--- src/rtl/bank_mapper.sv ---
// Bank-register and indirect-bank sequencer that lets a 6502-class core drive
// the upper address lines of a 6509-style banked system.
module bank_mapper #(
    parameter int unsigned BANK_WIDTH   = 8,
    parameter int unsigned LEGACY_WIDTH = 4,
    parameter logic [15:0] REG_BASE     = 16'h0000,
    parameter int unsigned RESET_BANK   = 15,
    parameter logic [7:0]  OPC_MASK     = 8'hDF,
    parameter logic [7:0]  OPC_MATCH    = 8'h91,
    parameter int unsigned IND_START    = 4
) (
    input  logic                  phi2_6509,
    input  logic                  _reset,
    input  logic                  r_w,
    input  logic                  _rdy,
    input  logic                  sync,
    input  logic [15:0]           address_6502,
    input  logic [7:0]            data_6502,
    output logic [BANK_WIDTH-1:0] address_bank,
    output logic                  reg_sel,
    output logic [7:0]            reg_rdata,
    output logic                  flag_full,
    output logic                  ind_active
);

    typedef enum logic [1:0] {IDLE, S55, SAA, S00} unlock_e;

    localparam logic [BANK_WIDTH-1:0] RESET_VAL   = BANK_WIDTH'(RESET_BANK);
    localparam logic [2:0]            IND_START_C = 3'(IND_START);
    localparam logic [2:0]            CTR_MAX     = 3'd7;

    logic [BANK_WIDTH-1:0] exec_bank_q, exec_bank_d;
    logic [BANK_WIDTH-1:0] ind_bank_q, ind_bank_d;
    logic [2:0]            ctr_q, ctr_d;
    unlock_e               state_q, state_d;
    logic                  flag_full_q, flag_full_d;

    logic [BANK_WIDTH-1:0] wdata;
    logic [BANK_WIDTH-1:0] visible_mask;
    logic [BANK_WIDTH-1:0] rd_masked;
    logic                  wr_exec;
    logic                  wr_ind;

    assign reg_sel    = (address_6502[15:1] == REG_BASE[15:1]);
    assign wr_exec    = reg_sel && !r_w && !address_6502[0];
    assign wr_ind     = reg_sel && !r_w && address_6502[0];
    assign ind_active = (ctr_q >= IND_START_C) && !sync;
    assign flag_full  = flag_full_q;

    // Width adaptation: zero-fill writes wider than a byte, hide upper bank
    // bits until full-width banking is unlocked, pad/truncate readback to 8.
    always_comb begin
        wdata        = '0;
        visible_mask = '0;
        reg_rdata    = '0;
        for (int i = 0; i < BANK_WIDTH; i++) begin
            wdata[i]        = (i < 8) ? data_6502[i % 8] : 1'b0;
            visible_mask[i] = flag_full_q || (i < LEGACY_WIDTH);
        end
        rd_masked    = (address_6502[0] ? ind_bank_q : exec_bank_q) & visible_mask;
        address_bank = (ind_active ? ind_bank_q : exec_bank_q) & visible_mask;
        for (int i = 0; i < 8; i++) begin
            reg_rdata[i] = (i < BANK_WIDTH) ? rd_masked[i % BANK_WIDTH] : 1'b0;
        end
    end

    // NOTE: every *_d gets a default before any branch so no path leaves it
    // unassigned; a missed branch in always_comb would otherwise infer a latch.
    always_comb begin
        exec_bank_d = exec_bank_q;
        ind_bank_d  = ind_bank_q;
        ctr_d       = ctr_q;
        state_d     = state_q;
        flag_full_d = flag_full_q;

        if (wr_exec) exec_bank_d = wdata;
        if (wr_ind)  ind_bank_d  = wdata;

        // A stretched cycle freezes the sequencer; the opcode is re-sampled
        // when _rdy returns, so a fresh match always restarts at 1.
        if (_rdy) begin
            if (sync) begin
                ctr_d = ((data_6502 & OPC_MASK) == OPC_MATCH) ? 3'd1 : 3'd0;
            end else if (ctr_q != 3'd0 && ctr_q != CTR_MAX) begin
                ctr_d = ctr_q + 3'd1;
            end
        end

        if (wr_ind) begin
            unique case (state_q)
                IDLE: state_d = (data_6502 == 8'h55) ? S55 : IDLE;
                S55:  state_d = (data_6502 == 8'hAA) ? SAA : IDLE;
                SAA:  state_d = (data_6502 == 8'h00) ? S00 : IDLE;
                S00: begin
                    flag_full_d = data_6502[0];
                    state_d     = IDLE;
                end
                default: state_d = IDLE;
            endcase
        end
    end

    // NOTE: sequential state uses non-blocking assignments so every flop
    // samples the pre-edge value of its neighbours.
    always_ff @(posedge phi2_6509 or negedge _reset) begin
        if (!_reset) begin
            exec_bank_q <= RESET_VAL;
            ind_bank_q  <= RESET_VAL;
            ctr_q       <= 3'd0;
            state_q     <= IDLE;
            flag_full_q <= 1'b0;
        end else begin
            exec_bank_q <= exec_bank_d;
            ind_bank_q  <= ind_bank_d;
            ctr_q       <= ctr_d;
            state_q     <= state_d;
            flag_full_q <= flag_full_d;
        end
    end

endmodule

--- config.mk ---
export PLATFORM = sky130hd
export DESIGN_NAME = bank_mapper
export DESIGN_NICKNAME = d
export VERILOG_FILES = /design/src/rtl/bank_mapper.sv
export SDC_FILE = /design/constraint.sdc
export NUM_CORES = 1
export LEC_CHECK = 0
export CELL_PAD_IN_SITES_DETAIL_PLACEMENT = 1
export CELL_PAD_IN_SITES_GLOBAL_PLACEMENT = 2
export CORE_UTILIZATION = 23
export CTS_CLUSTER_SIZE = 10
export DETAILED_ROUTE_END_ITERATION = 6
export GPL_ROUTABILITY_DRIVEN = 1
export PLACE_DENSITY_LB_ADDON = 0.1
export REMOVE_ABC_BUFFERS = 1
export SLEW_MARGIN = 30
export SYNTH_ARGS = -nofsm -noshare
export SYNTH_HDL_FRONTEND = slang
export SYNTH_SLANG_ARGS = --single-unit
--- constraint.sdc ---
create_clock -name phi2_6509 -period 2.32 [get_ports phi2_6509]
set_clock_uncertainty 0.2 [all_clocks]
set_input_delay 0.58 -clock phi2_6509 [delete_from_list [all_inputs] [get_ports phi2_6509]]
set_output_delay 0.58 -clock phi2_6509 [all_outputs]
set_load 0.05 [all_outputs]
---- After elaboration in Yosys (flattened, before gate mapping) ----
Index checks and enable logic that the tools add are counted.
operators by class
  $add $sub $neg .......................... 1
  shift-type cells ........................ 0
  divide/modulo/power cells ............... 0
  eq/ne operators ......................... 7
  muxes and demuxes ....................... 9
  magnitude comparators ................... 1
  bitwise logic cells ..................... 2
  $mul .................................... 0
  reductions and logical operators ........ 15
operators with widths
  kind                                                  number
  AND 8 bit                                             2
  2-to-1 mux 8 bit                                      2
  zero test 15 bit                                      1
  equality test 8 x 7 -> 1 bit (second input constant)  1
  equality test 8 bit (second input constant)           1
  zero test 8 bit                                       1
  one-hot mux 2 bit (4 select lines)                    1
  equality test 7 bit (second input constant)           1
  2-to-1 mux 3 bit                                      2
  logical AND 1 bit                                     5
  equality test 2 bit (second input constant)           2
  2-to-1 mux 2 bit                                      2
  AND reduction 2 bit                                   2
  adder 3 x 1 -> 3 bit (second input constant)          1
  >= comparator 3 bit (second input constant)           1
  zero test 1 bit                                       3
  inequality test 3 bit (second input constant)         1
  nonzero test 3 bit                                    1
  equality test 2 x 1 -> 1 bit (second input constant)  1
  zero test 2 bit                                       1
  2-to-1 mux 1 bit                                      2
  nonzero test 2 bit                                    1
word-level totals
  bits in latches ......................... 0
  output and inout port bits .............. 19
  word-level logic and storage cells ...... 40
  bits in writable memories ............... 0
  register bits ........................... 22
  memory bits (read-only) ................. 0
  memories ................................ 0
  input port bits ......................... 29

---- Logic depth before layout (Yosys ltp) ----
Gate-level depths: netlist of the first run.
  depth after elaboration ................. 4
  depth in mapped cells ................... 6
  gate-level depth less buffers ........... 6

---- Least setup slack after synthesis of the first run ----
No wires, ideal clock.
  kind .................................... input to output
  start ................................... input port address_6502[2]
  end ..................................... output port reg_sel
  stages .................................. 3
  data required time ...................... 1.540 ns
  data arrival time ....................... 2.625 ns
  buffers on the path ..................... 0
  setup slack ............................. -1.085 ns
  cells stage by stage .................... or4_1 -> or4_1 -> nor3_1
between the ends
  longest elaborated chain between the ends .. 1
ends and longest elaborated chain
  element           RTL line  source
  from (decl)       17        input logic [15:0] address_6502,
  zero test 15 bit  44        assign reg_sel = (address_6502[15:1] == REG_BASE[15:1]);
  to (decl)         20        output logic reg_sel,
No other way between the ends.

---- Final worst setup path of the first run ----
  start ................................... input port address_6502[4]
  end ..................................... output port reg_sel
Same word-level chain as after synthesis.

==> results of run 1 <==
==> routing by layer <==
metal,up-vias,wire length (um)
met5,-,0
met4,0,42
met3,4,157
met2,35,2406
met1,640,1718
li1,594,-
==> cell families after synthesis <==
group                      after synthesis  share of synthesized area
adders and majority gates                2                    0.01960
DFF                                     22                     0.4392
AOI/OAI and AO/OA                       13                    0.06862
muxes                                   27                     0.2324
and+or+nand+nor                         49                     0.2137
buffers and inverters                    8                    0.02647
==> layout by cell type, fill, tap and decap left out, types with 2 or more instances in the layout <==
cell	netlist	layout
a21boi_2	0	4
or4_4	1	5
buf_4	1	28
clkdlybuf4s15_1	0	2
clkdlybuf4s50_1	0	13
ha_1	2	2
dlymetal6s2s_1	0	7
mux2i_1	6	6
a21oi_1	2	2
buf_2	0	2
nor2b_1	5	4
dfrtp_1	14	14
nand2_8	0	2
nand4_1	2	2
inv_1	5	4
and4b_1	2	2
nand3_1	5	5
mux2_4	0	8
a31oi_1	2	2
buf_6	0	9
nor2_1	2	2
clkbuf_8	0	3
o22ai_1	2	2
nand2_1	22	21
mux2_2	13	13
dfstp_2	8	8
buf_12	0	10
==> through the flow <==
step	instances	setup WS, ns	util	hold WS [ns]	setup TNS [ns]
final	268	-0.5176	0.4484	0.3509	-1.321
after global routing	268	-0.5475	0.4484	0.3737	-1.706
after CTS	267	-0.5953	0.4381	0.3332	-4.585
after detailed placement	255	-0.8067	0.3901	0.3099	-17.02
after global placement	255	-0.7916	0.3901	0.2918	-16.17
after floorplan	119	-1.085	-	0.08441	-7.755
==> worst max-delay path by stage <==
stage / from / end / slack, ns / cells after the start
floorplan: address_6502[2] / reg_sel / -1.08 / 3
global placement: address_6502[2] / reg_sel / -0.79 / 6
detailed placement: address_6502[2] / reg_sel / -0.81 / 6
CTS: address_6502[8] / reg_sel / -0.60 / 6
global route: address_6502[4] / reg_sel / -0.55 / 6
finish: address_6502[4] / reg_sel / -0.52 / 6
==> timing repair <==
item,4_1_cts,5_1_grt
setup buffers,6,1
resized for setup,51,17
cloned,2,0
endpoints found under the setup margin,37,26
pin swaps,9,8
==> power groups by stage <==
stage	clock (mW)	sequential, mW	combinational (mW)
floorplan	0	0.421	0.0963
global placement	0	0.425	0.216
detailed placement	0	0.426	0.230
CTS	0.380	0.421	0.256
global route	0.403	0.426	0.283
finish	0.368	0.422	0.254
==> sequential cells by signal (all words and copies together), names as in the netlist <==
name	flops
ctr_q	3
exec_bank_q	8
ind_bank_q	8
flag_full	1
state_q	2
==> worst max-delay path: stages <==
cell,delay [ns]
buf_6,0.09
or4_4,0.52
or4_4,0.42
nor3_2,0.17
buf_4,0.14
buf_12,0.12
==> final cells by class <==
type,count,area share
tap,70,0.03729
multi-input combinational,92,0.3388
inverter,6,0.01172
timing repair buffer,74,0.3431
clock inverter,1,0.01279
clock buffer,3,0.01758
sequential,22,0.2387
==> run_results.csv, run 1 <==
group,metric,value,unit
worst_setup_path,arrival,2.06,ns
cts,insertion_delay,0.27,ns
synthesis,synth_edf_count,0,
cells_and_area,multiInputGateArea,795.8,um2
cts,hold_buffers,0,
global_route,track_usage,0.1538,
min_path,min-delay-start,"ind_bank_q[5]$_DFFE_PN0P_",
routing,final_antenna_net_count,0,
placed_design,placed_cell_area,2043,um2
cells_and_area,nFillCells,585,
synthesis,async_flop_share,1.000,
synthesis,ys.flop_type,"dfrtp_1",
die,core,5238,um2
sta,timing.fmax,0.3524,GHz
sta,tightest_slew,0.3418,ns
min_path,holdCritPathClass,"flop to flop",
worst_setup_path,path_class,"input pin to primary output",
run,maxCapViolCount,0,
pwr,power_frac_comb,0.244,
sta,layout_setup_ws,-0.5176,ns
cts,h-tree-depth,1,
synthesis,yosysMostFrequentCell,"nand2_1",
pwr,p_sw,0.2830,mW
placed_design,place.gp.congestion,0.7230,
sta,min_period,2.838,ns
pwr,sw_frac_of_total,0.2709,
cells_and_area,final_nets,230,
synthesis,yosys.area.top_type,"dfrtp_1",
cells_and_area,antenna_cells,0,
global_route,met1_usage,0.1679,
synthesis,postSynthAreaPerCell,10.55,um2
global_route,grt_pass1_wl,6975,um
pwr,p_int,0.7618,mW
min_path,hold_depth,1,
sta,rsz0062_at_grt,"yes",
cts,clkSinkCount,22,
pwr,seq_power_share,0.404,
sta,final_max_slew_viol_count,0,
synthesis,synth_top_area_frac,0.2745,
worst_setup_path,regToRegSetupSlack,0.69,ns
routing,finalWirelength,4324,um
die,num_io_pins,48,
worst_setup_path,critPathCaptureType,"primary output",
min_path,hold_path_end,"ind_bank_q[5]$_DFFE_PN0P_",
routing,vias,1273,
cts,clkTransAtPathRegs,0.08,ns
pwr,pwr-share-clk,0.352,
cells_and_area,post_route_cells_drive_above_1_share,0.5101,
sta,setup_viol,12,
cells_and_area,final_cell_area,2349,um2
worst_setup_path,timing.rr.start,"ctr_q[0]$_DFFE_PN0P_",
sta,post-route-period-util,1.223,
run_status,failed_checks,"setup timing",
sta,finalHoldViolCount,0,
cts,cts_root_buf,"clkbuf_8",
pwr,power.density,444.9,nW/um2
cts,cts_buffers,3,
placed_design,port_buffers,47,
cells_and_area,seqCellArea,560.5,um2
routing,viasPerCell,4.750,
synthesis,ys_ff_latch,22,
global_route,grt_use_met3,0.01916,
routing,wl_per_cell,16.13,um
cells_and_area,syn_to_final_growth,84.02,%
synthesis,synth.distinct_cells,30,
cts,cts_tree,"built",
worst_setup_path,cp-start-kind,"input pin",
run_status,status,"complete, but fails checks",
synthesis,synth_cells,121,
pwr,finalPower,1.045,mW
synthesis,yosysWarnings,0,
die,die_area,5851,um2
die,row_count,26,
worst_setup_path,crit_fanout,2,
global_route,grt_pass1_vias,1395,
routing,drc,0,
synthesis,yosys-top-cells-area,"dfrtp_1 (27%), dfstp_2 (16%), mux2_2 (11%)",
global_route,busiest_layer,"met2",
routing,drt-initial-drc-count,36,
synthesis,synth_area,1276,um2
die,die_y,76.49,um
sta,max_slew_margin,0.7656,
pwr,vdd_drop_max,0.2849,mV
worst_setup_path,worstPathRequired,1.54,ns
global_route,grt.overflow.total,0,
die,fp.dieW,76.49,um
global_route,globalRouteMet2Util,0.3009,
synthesis,yosys-top-cells-count,"nand2_1 (22), dfrtp_1 (14), mux2_2 (13)",
worst_setup_path,rr_endpoint,"ctr_q[1]$_DFFE_PN0P_",
routing,dr.pass1.iters,4,
cts,max-clock-path-buffers,2,
synthesis,yosysSeqAreaShare,0.4392,
global_route,grt_max_degree,23,
worst_setup_path,reg2regPathDepth,6,
placed_design,hpwl,3095,um
global_route,antenna_found_initial,0,
pwr,p_leak,1.096,nW
die,start_util,0.2437,
(Power assumes the default switching activity.)
==> run 2, diff against run 1 <==
--- a/config.mk
+++ b/config.mk
@@ -8,6 +8,7 @@
 export CELL_PAD_IN_SITES_DETAIL_PLACEMENT = 1
 export CELL_PAD_IN_SITES_GLOBAL_PLACEMENT = 2
 export CORE_UTILIZATION = 23
+export CTS_CLUSTER_DIAMETER = 30
 export CTS_CLUSTER_SIZE = 10
 export DETAILED_ROUTE_END_ITERATION = 6
 export GPL_ROUTABILITY_DRIVEN = 1
==> results of run 2 <==
Same layout as run 1: the final DEF is identical, and so are final timing and power.
